## src/rtl/addsub_pipe.sv

```systemverilog
// Segmented pipelined adder/subtractor: each stage adds SEG bits and forwards its carry,
// with a valid/ready handshake that freezes the whole pipeline while the output is stalled.
module addsub_pipe #(
    parameter int WIDTH = 32,
    parameter int SEG   = 8,
    parameter int TAG_W = 4
) (
    input  logic             clock,
    input  logic             reset_n,
    input  logic             in_valid,
    output logic             in_ready,
    input  logic [WIDTH-1:0] inA,
    input  logic [WIDTH-1:0] inB,
    input  logic [1:0]       op,
    input  logic             cin,
    input  logic [TAG_W-1:0] in_tag,
    output logic             out_valid,
    input  logic             out_ready,
    output logic [WIDTH-1:0] sum,
    output logic             cout,
    output logic             ovf,
    output logic             zero,
    output logic             neg,
    output logic [TAG_W-1:0] out_tag
);

    localparam int NSEG = WIDTH / SEG;

    typedef enum logic [1:0] {
        OP_ADD = 2'b00,
        OP_SUB = 2'b01,
        OP_ADC = 2'b10,
        OP_SBB = 2'b11
    } op_e;

    op_e              op_dec;
    logic [WIDTH-1:0] b_eff;
    logic             c0;
    logic             stall;
    logic             advance;

    assign op_dec = op_e'(op);

    always_comb begin
        b_eff = inB;
        c0    = 1'b0;
        case (op_dec)
            OP_ADD: begin b_eff = inB;  c0 = 1'b0; end
            OP_SUB: begin b_eff = ~inB; c0 = 1'b1; end
            OP_ADC: begin b_eff = inB;  c0 = cin;  end
            OP_SBB: begin b_eff = ~inB; c0 = ~cin; end
            default: ;
        endcase
    end

    // A single global enable keeps bubbles and data moving in lockstep, so order is preserved.
    assign stall    = out_valid & ~out_ready;
    assign advance  = ~stall;
    assign in_ready = ~reset_n | ~stall;

    for (genvar k = 0; k < NSEG; k++) begin : g_stage
        // SRC_W: operand bits not yet consumed entering this stage; DONE_W: sum bits finished after it.
        localparam int SRC_W  = WIDTH - k * SEG;
        localparam int DONE_W = (k + 1) * SEG;

        logic [SRC_W-1:0]  a_src, b_src;
        logic              c_src, v_src, am_src, bm_src;
        logic [TAG_W-1:0]  tag_src;
        logic [SEG-1:0]    seg_sum;
        logic              seg_cout;

        logic              valid_d, valid_q;
        logic              carry_d, carry_q;
        logic              a_msb_d, a_msb_q;
        logic              b_msb_d, b_msb_q;
        logic [TAG_W-1:0]  tag_d, tag_q;
        logic [DONE_W-1:0] sum_d, sum_q;

        if (k == 0) begin : g_src
            assign a_src   = inA;
            assign b_src   = b_eff;
            assign c_src   = c0;
            assign v_src   = in_valid;
            assign tag_src = in_tag;
            assign am_src  = inA[WIDTH-1];
            assign bm_src  = b_eff[WIDTH-1];
            always_comb sum_d = seg_sum;
        end else begin : g_src
            assign a_src   = g_stage[k-1].g_rem.a_q;
            assign b_src   = g_stage[k-1].g_rem.b_q;
            assign c_src   = g_stage[k-1].carry_q;
            assign v_src   = g_stage[k-1].valid_q;
            assign tag_src = g_stage[k-1].tag_q;
            assign am_src  = g_stage[k-1].a_msb_q;
            assign bm_src  = g_stage[k-1].b_msb_q;
            always_comb sum_d = {seg_sum, g_stage[k-1].sum_q};
        end

        assign {seg_cout, seg_sum} = {1'b0, a_src[SEG-1:0]} + {1'b0, b_src[SEG-1:0]}
                                   + {{SEG{1'b0}}, c_src};

        always_comb begin
            valid_d = v_src;
            carry_d = seg_cout;
            a_msb_d = am_src;
            b_msb_d = bm_src;
            tag_d   = tag_src;
        end

        always_ff @(posedge clock) begin
            // NOTE: sequential state uses non-blocking assignments so every stage samples the
            // previous stage's old value on the same edge; blocking here would collapse the pipe.
            if (!reset_n) begin
                valid_q <= 1'b0;
                carry_q <= 1'b0;
                a_msb_q <= 1'b0;
                b_msb_q <= 1'b0;
                tag_q   <= '0;
                sum_q   <= '0;
            end else if (advance) begin
                valid_q <= valid_d;
                carry_q <= carry_d;
                a_msb_q <= a_msb_d;
                b_msb_q <= b_msb_d;
                tag_q   <= tag_d;
                sum_q   <= sum_d;
            end
        end

        if (k < NSEG - 1) begin : g_rem
            logic [SRC_W-SEG-1:0] a_d, a_q, b_d, b_q;

            always_comb begin
                a_d = a_src[SRC_W-1:SEG];
                b_d = b_src[SRC_W-1:SEG];
            end

            // NOTE: the unconsumed operand bits are pure datapath qualified by valid_q, so they
            // carry no reset; only control and the visible result registers are cleared.
            always_ff @(posedge clock) begin
                if (advance) begin
                    a_q <= a_d;
                    b_q <= b_d;
                end
            end
        end
    end

    assign out_valid = g_stage[NSEG-1].valid_q;
    assign sum       = g_stage[NSEG-1].sum_q;
    assign cout      = g_stage[NSEG-1].carry_q;
    assign out_tag   = g_stage[NSEG-1].tag_q;
    assign neg       = sum[WIDTH-1];
    // Gated by out_valid so the flag reads 0 out of reset rather than reporting the cleared sum.
    assign zero      = out_valid & ~|sum;
    assign ovf       = (g_stage[NSEG-1].a_msb_q == g_stage[NSEG-1].b_msb_q)
                     & (sum[WIDTH-1] != g_stage[NSEG-1].a_msb_q);

endmodule

```

## config.mk

```make
export PLATFORM = sky130hd
export DESIGN_NAME = addsub_pipe
export DESIGN_NICKNAME = d
export VERILOG_FILES = /design/src/rtl/addsub_pipe.sv
export SDC_FILE = /design/constraint.sdc
export NUM_CORES = 1
export LEC_CHECK = 0
export ABC_AREA = 1
export ABC_CLOCK_PERIOD_IN_PS = 2300
export CORE_ASPECT_RATIO = 1.5
export CORE_MARGIN = 2
export CORE_UTILIZATION = 41
export DETAILED_ROUTE_END_ITERATION = 12
export PLACE_DENSITY = 0.76
export SYNTH_ARGS = -nofsm -noshare
export SYNTH_HDL_FRONTEND = slang
export SYNTH_SLANG_ARGS = --single-unit
```

## constraint.sdc

```tcl
create_clock -name clock -period 2.3 [get_ports clock]
set_clock_uncertainty 0.1 [all_clocks]
set_input_delay 0.23 -clock clock [delete_from_list [all_inputs] [get_ports clock]]
set_output_delay 0.23 -clock clock [all_outputs]
set_load 0.03 [all_outputs]
```

### Word-level counts from Yosys, hierarchy flattened

Index checks and enable logic that the tools add are counted.

* multiplexer cells: 2
* add/subtract/negate cells: 8
* shift operators: 0
* eq/ne operators: 5
* order comparisons: 0
* multipliers: 0
* bitwise gates (word level): 9
* reduce and logical (&&, ||, !) cells: 5
* div/mod/pow operators: 0

Operators by type and width (number)
* one-hot mux 32 bit (2 select lines): 1
* adder 8 x 8 -> 9 bit: 4
* adder 9 x 1 -> 9 bit: 4
* NOT 32 bit: 1
* OR reduction 32 bit: 1
* equality test 2 bit (second input constant): 2
* NOT 1 bit: 4
* one-hot mux 1 bit (4 select lines): 1
* OR reduction 2 bit: 2
* AND 1 bit: 3
* equality test 2 x 1 -> 1 bit (second input constant): 1
* logical NOT 2 bit: 1
* equality test 1 bit: 1
* logical NOT 1 bit: 1
* != test 1 bit: 1
* OR 1 bit: 1

* input port bits: 75
* latch bits: 0
* word-level logic and storage cells: 59
* memory bits (read-only): 0
* memories kept: 0
* RAM bits: 0
* output and inout bits: 42
* flip-flop bits (word level): 208

### Depth between registers and ports, before layout

* depth after elaboration: 5
* depth in mapped cells: 12
* gate-level depth less buffers: 12

### Least setup slack after synthesis

Ideal clock, no wire load.

* path type: reg-to-reg
* start: register g_stage[3].valid_q, in the netlist out_valid
* end: register g_stage[0].g_rem.a_q[0] (enable)
* setup time: 414 ps
* path buffers: 1
* stages on the path, launching flop included: 5
* required time: 1786 ps
* clock period less this slack: 2454 ps
* slack: -154 ps
* arrival: 1940 ps
* cells stage by stage: dfxtp_1 -> inv_2 -> nor2_4 -> inv_2 -> buf_2

* cells in the longest elaborated chain, start to end: 1

RTL lines
* start: declaration: line 72 `logic valid_d, valid_q;`
* start signal: assignment: line 121 `valid_q <= valid_d;`
* AND 1 bit: line 57 `assign stall = out_valid & ~out_ready;`
* end signal: assignment: line 142 `a_q <= a_d;`
* end: declaration: line 131 `logic [SRC_W-SEG-1:0] a_d, a_q, b_d, b_q;`

Every way passes these cells.
A chain may end at the register's enable or synchronous reset.

### Final worst setup path

* start: register g_stage[3].sum_q[5], in the netlist sum[5]
* end: output zero

* cells in the longest elaborated chain, start to end: 3

RTL lines
* start: declaration: line 77 `logic [DONE_W-1:0] sum_d, sum_q;`
* start signal: assignment: line 126 `sum_q <= sum_d;`
* OR reduction 32 bit: line 155 `assign zero = out_valid & ~|sum;`
* logical NOT 1 bit: line 155
* AND 1 bit: line 155
* end: declaration: line 22 `output logic zero,`

Every way passes these cells.

==> flow_metrics.tcl <==
set metrics [dict create \
    status "finished, final reports clean" \
    fin_crit_ps 2174 \
    via_per_inst 4.701 \
    antenna_found_initial 2 \
    yosysSeqAreaShare_pct 60.03 \
    synth_edf_count 96 \
    arrival_ps 1840 \
    finalMaxSlewViolations 0 \
    async_reset_ff_share_pct 0 \
    finalNonFillerCells 1207 \
    worst_path_max_delay_cell "clkdlybuf4s15_2" \
    yosysTopAreaCell "edfxtp_1" \
    postSynthAreaPerCell_um2 10.70 \
    min_from "inA[24]" \
    yosys_warnings 0 \
    ctsHoldBuffers 0 \
    tightest_slew_ps 426.0 \
    crit_path_start_kind "flop" \
    fill_cells 1795 \
    synthTopCellsByCount "inv_1 (144), nand2_1 (130), dfxtp_1 (112)" \
    crit_buf_inv 2 \
    setup_viol 0 \
    path_max_fanout 2 \
    met3_usage_pct 3.093 \
    die_x_um 121.8 \
    grt_pass1_vias 5419 \
    numPortBuffers 116 \
    routedWlPerCell_um 13.60 \
    wirelength_um 16420 \
    route.vias.total 5674 \
    core_area_um2 20420 \
    grt_pass1_wl_um 26060 \
    rsz0062_at_grt "false" \
    grt_use_met1_pct 17.14 \
    synthCells 798 \
    syn2layout_area_growth_pct 25.75 \
    ff2ff_setup_slack_ps 230 \
    met2_usage_pct 26.48 \
    ys.flop_type "dfxtp_1" \
    die_h_um 180.7 \
    nets 1040 \
    startpoint "sum[5]" \
    cap_viol_max_count 0 \
    hold_depth 1 \
    cts_tree "built" \
    worstSetupPathType "reg2out" \
    crit_family "simple AND/OR/NAND/NOR gates" \
    drive_gt1_share_pct 10.30 \
    synth_top_area_share_pct 33.77 \
    busiest_layer "met2" \
    cts_root_buf "clkbuf_16" \
    ys_top_cells_by_area "edfxtp_1 (34%), dfxtp_1 (26%), inv_1 (6.3%)" \
    ys_ff_latch 208 \
    p_leak_uw 0.004468 \
    first_pass_iters 6 \
    min_to "g_stage[0].g_rem.a_q[16]" \
    hold_class "in2reg" \
    crit_path_max_incr_delay_ps 320 \
    path_cells "inv_1 > nand4_1 > nor3_2 > nand3_1 > nor2_1 > clkdlybuf4s15_2" \
    timing.rr.start "g_stage[0].carry_q" \
    cts_made_buffers 21 \
    drc 0 \
    gp_congestion 0.8592 \
    syn_area_um2 8537 \
    synth_most_common_cell "inv_1" \
    syn_nets 909 \
    power.total_uw 9231 \
    fmax_mhz 459.9 \
    end_kind "output port" \
    grt_util_all_layers_pct 14.82 \
    worstPathRequired_ps 1970 \
    worst_setup_hold_path_clk_slew_ps 60 \
    grt_max_degree 68 \
    slew_headroom_pct 71.60 \
    clockBufferDepth 3 \
    grt-ovfl-total 0 \
    ant_nets 0 \
    finalSetupTns_ps 0 \
    die-area_um2 22020 \
    finalCritPeriodShare_pct 94.53 \
    rows 64 \
    place_inst 1170 \
    r2r_cells 9 \
    insertion_delay_ps 490 \
    h-tree-depth 1 \
    dp_hpwl_um 11550 \
    netlist-cell-type-count 32 \
    power_density_nw_per_um2 859.9 \
    num_io_pins 117 \
    timing.rr.end "g_stage[1].sum_q[14]" \
    irDropWorstVdd_mv 0.6279 \
    cp.depth 6 \
    drt_iter0_drc 223 \
    hold_viol 0 \
    start_util_pct 41.81 \
    clock_sinks 208 \
]
## worst reg2reg max path: cells and delay by family (launching register included)
kind                       cells  cell delay, ps
DFF                            1             440
AOI/OAI and AO/OA              1             330
buffers and inverters          1              60
adders and majority gates      2             630
and+or+nand+nor                5             390
## layout by cell type, fill, tap and decap left out, types with 5 or more instances in the layout
master,n
buf_12,5
nand3_1,30
o22ai_2,13
buf_4,15
o21ai_2,16
dfxtp_1,112
edfxtp_1,96
nand2_1,130
o21ai_0,25
o22ai_1,49
clkbuf_16,23
fa_1,8
a21oi_1,26
clkdlybuf4s50_1,113
inv_1,144
nor2_1,20
ha_1,28
xor2_1,36
## sequential cells by signal, indices dropped and copies added, names as in the netlist
signal,flops
g_stage.g_rem.b_q,48
g_stage.a_msb_q,4
cout,1
g_stage.b_msb_q,4
g_stage.tag_q,12
out_tag,4
g_stage.g_rem.a_q,48
sum,32
out_valid,1
g_stage.sum_q,48
g_stage.carry_q,3
g_stage.valid_q,3
## metrics by stage
step | worst slack [ps] | hold slack (ps) | utilization (%) | cell area (um^2)
after floorplan | 39.69 | 228.9 | - | 8539
after global placement | -188.7 | 301.9 | 49.17 | 10040
after detailed placement | -224.2 | 304.5 | 49.17 | 10040
after CTS | 52.32 | 180.1 | 52.56 | 10730
after global routing | 5.878 | 186.2 | 52.56 | 10730
final | 125.8 | 199.0 | 52.57 | 10740
## how the worst max path moves through the flow
stage                                     end  slack, ps
after global placement    g_stage[0].sum_q[6]       -190
after CTS                                zero         50
after global routing                     zero          6
after floorplan           g_stage[0].sum_q[6]         40
final                                    zero        130
after detailed placement  g_stage[0].sum_q[6]       -220
## per-layer routing
metal	up-vias	share of wire [%]	wire, um
met5	-	0.097	16
met4	2	3.2	528
met3	36	4.8	788
met2	111	52	8463
met1	2630	40	6619
li1	2895	-	-
## layout make-up
| cell class | instances | area [um^2] | share of cell area [%] |
|---|---|---|---|
| antenna | 1 | 2.502 | 0.02331 |
| clock buffer | 28 | 615.6 | 5.734 |
| clock inverter | 8 | 70.07 | 0.6527 |
| inverter | 149 | 564.3 | 5.256 |
| multi-input combinational | 414 | 2668 | 24.85 |
| sequential | 208 | 5125 | 47.74 |
| tap | 264 | 330.3 | 3.077 |
| timing repair buffer | 135 | 1360 | 12.67 |
## kinds of logic after synthesis
| group | count (synthesis) | synth area share, % |
|---|---|---|
| adders and majority gates | 36 | 5.980 |
| DFF | 208 | 60.03 |
| xor gates and xnor gates | 40 | 4.104 |
| buffers and inverters | 176 | 8.779 |
| AOI/OAI and AO/OA | 138 | 10.90 |
| and+or+nand+nor | 200 | 10.20 |
## power by group
part	switching, uW	internal, uW
Clock	1350	1990
Combinational	832	668
Sequential	146	4240
## timing repair
action | in CTS | in global routing
hold endpoints to repair | 0 | 0
setup endpoints to repair | 1 | 0
setup buffers | 0 | 0
gates resized for setup | 4 | 0
(Power assumes the default switching activity.)
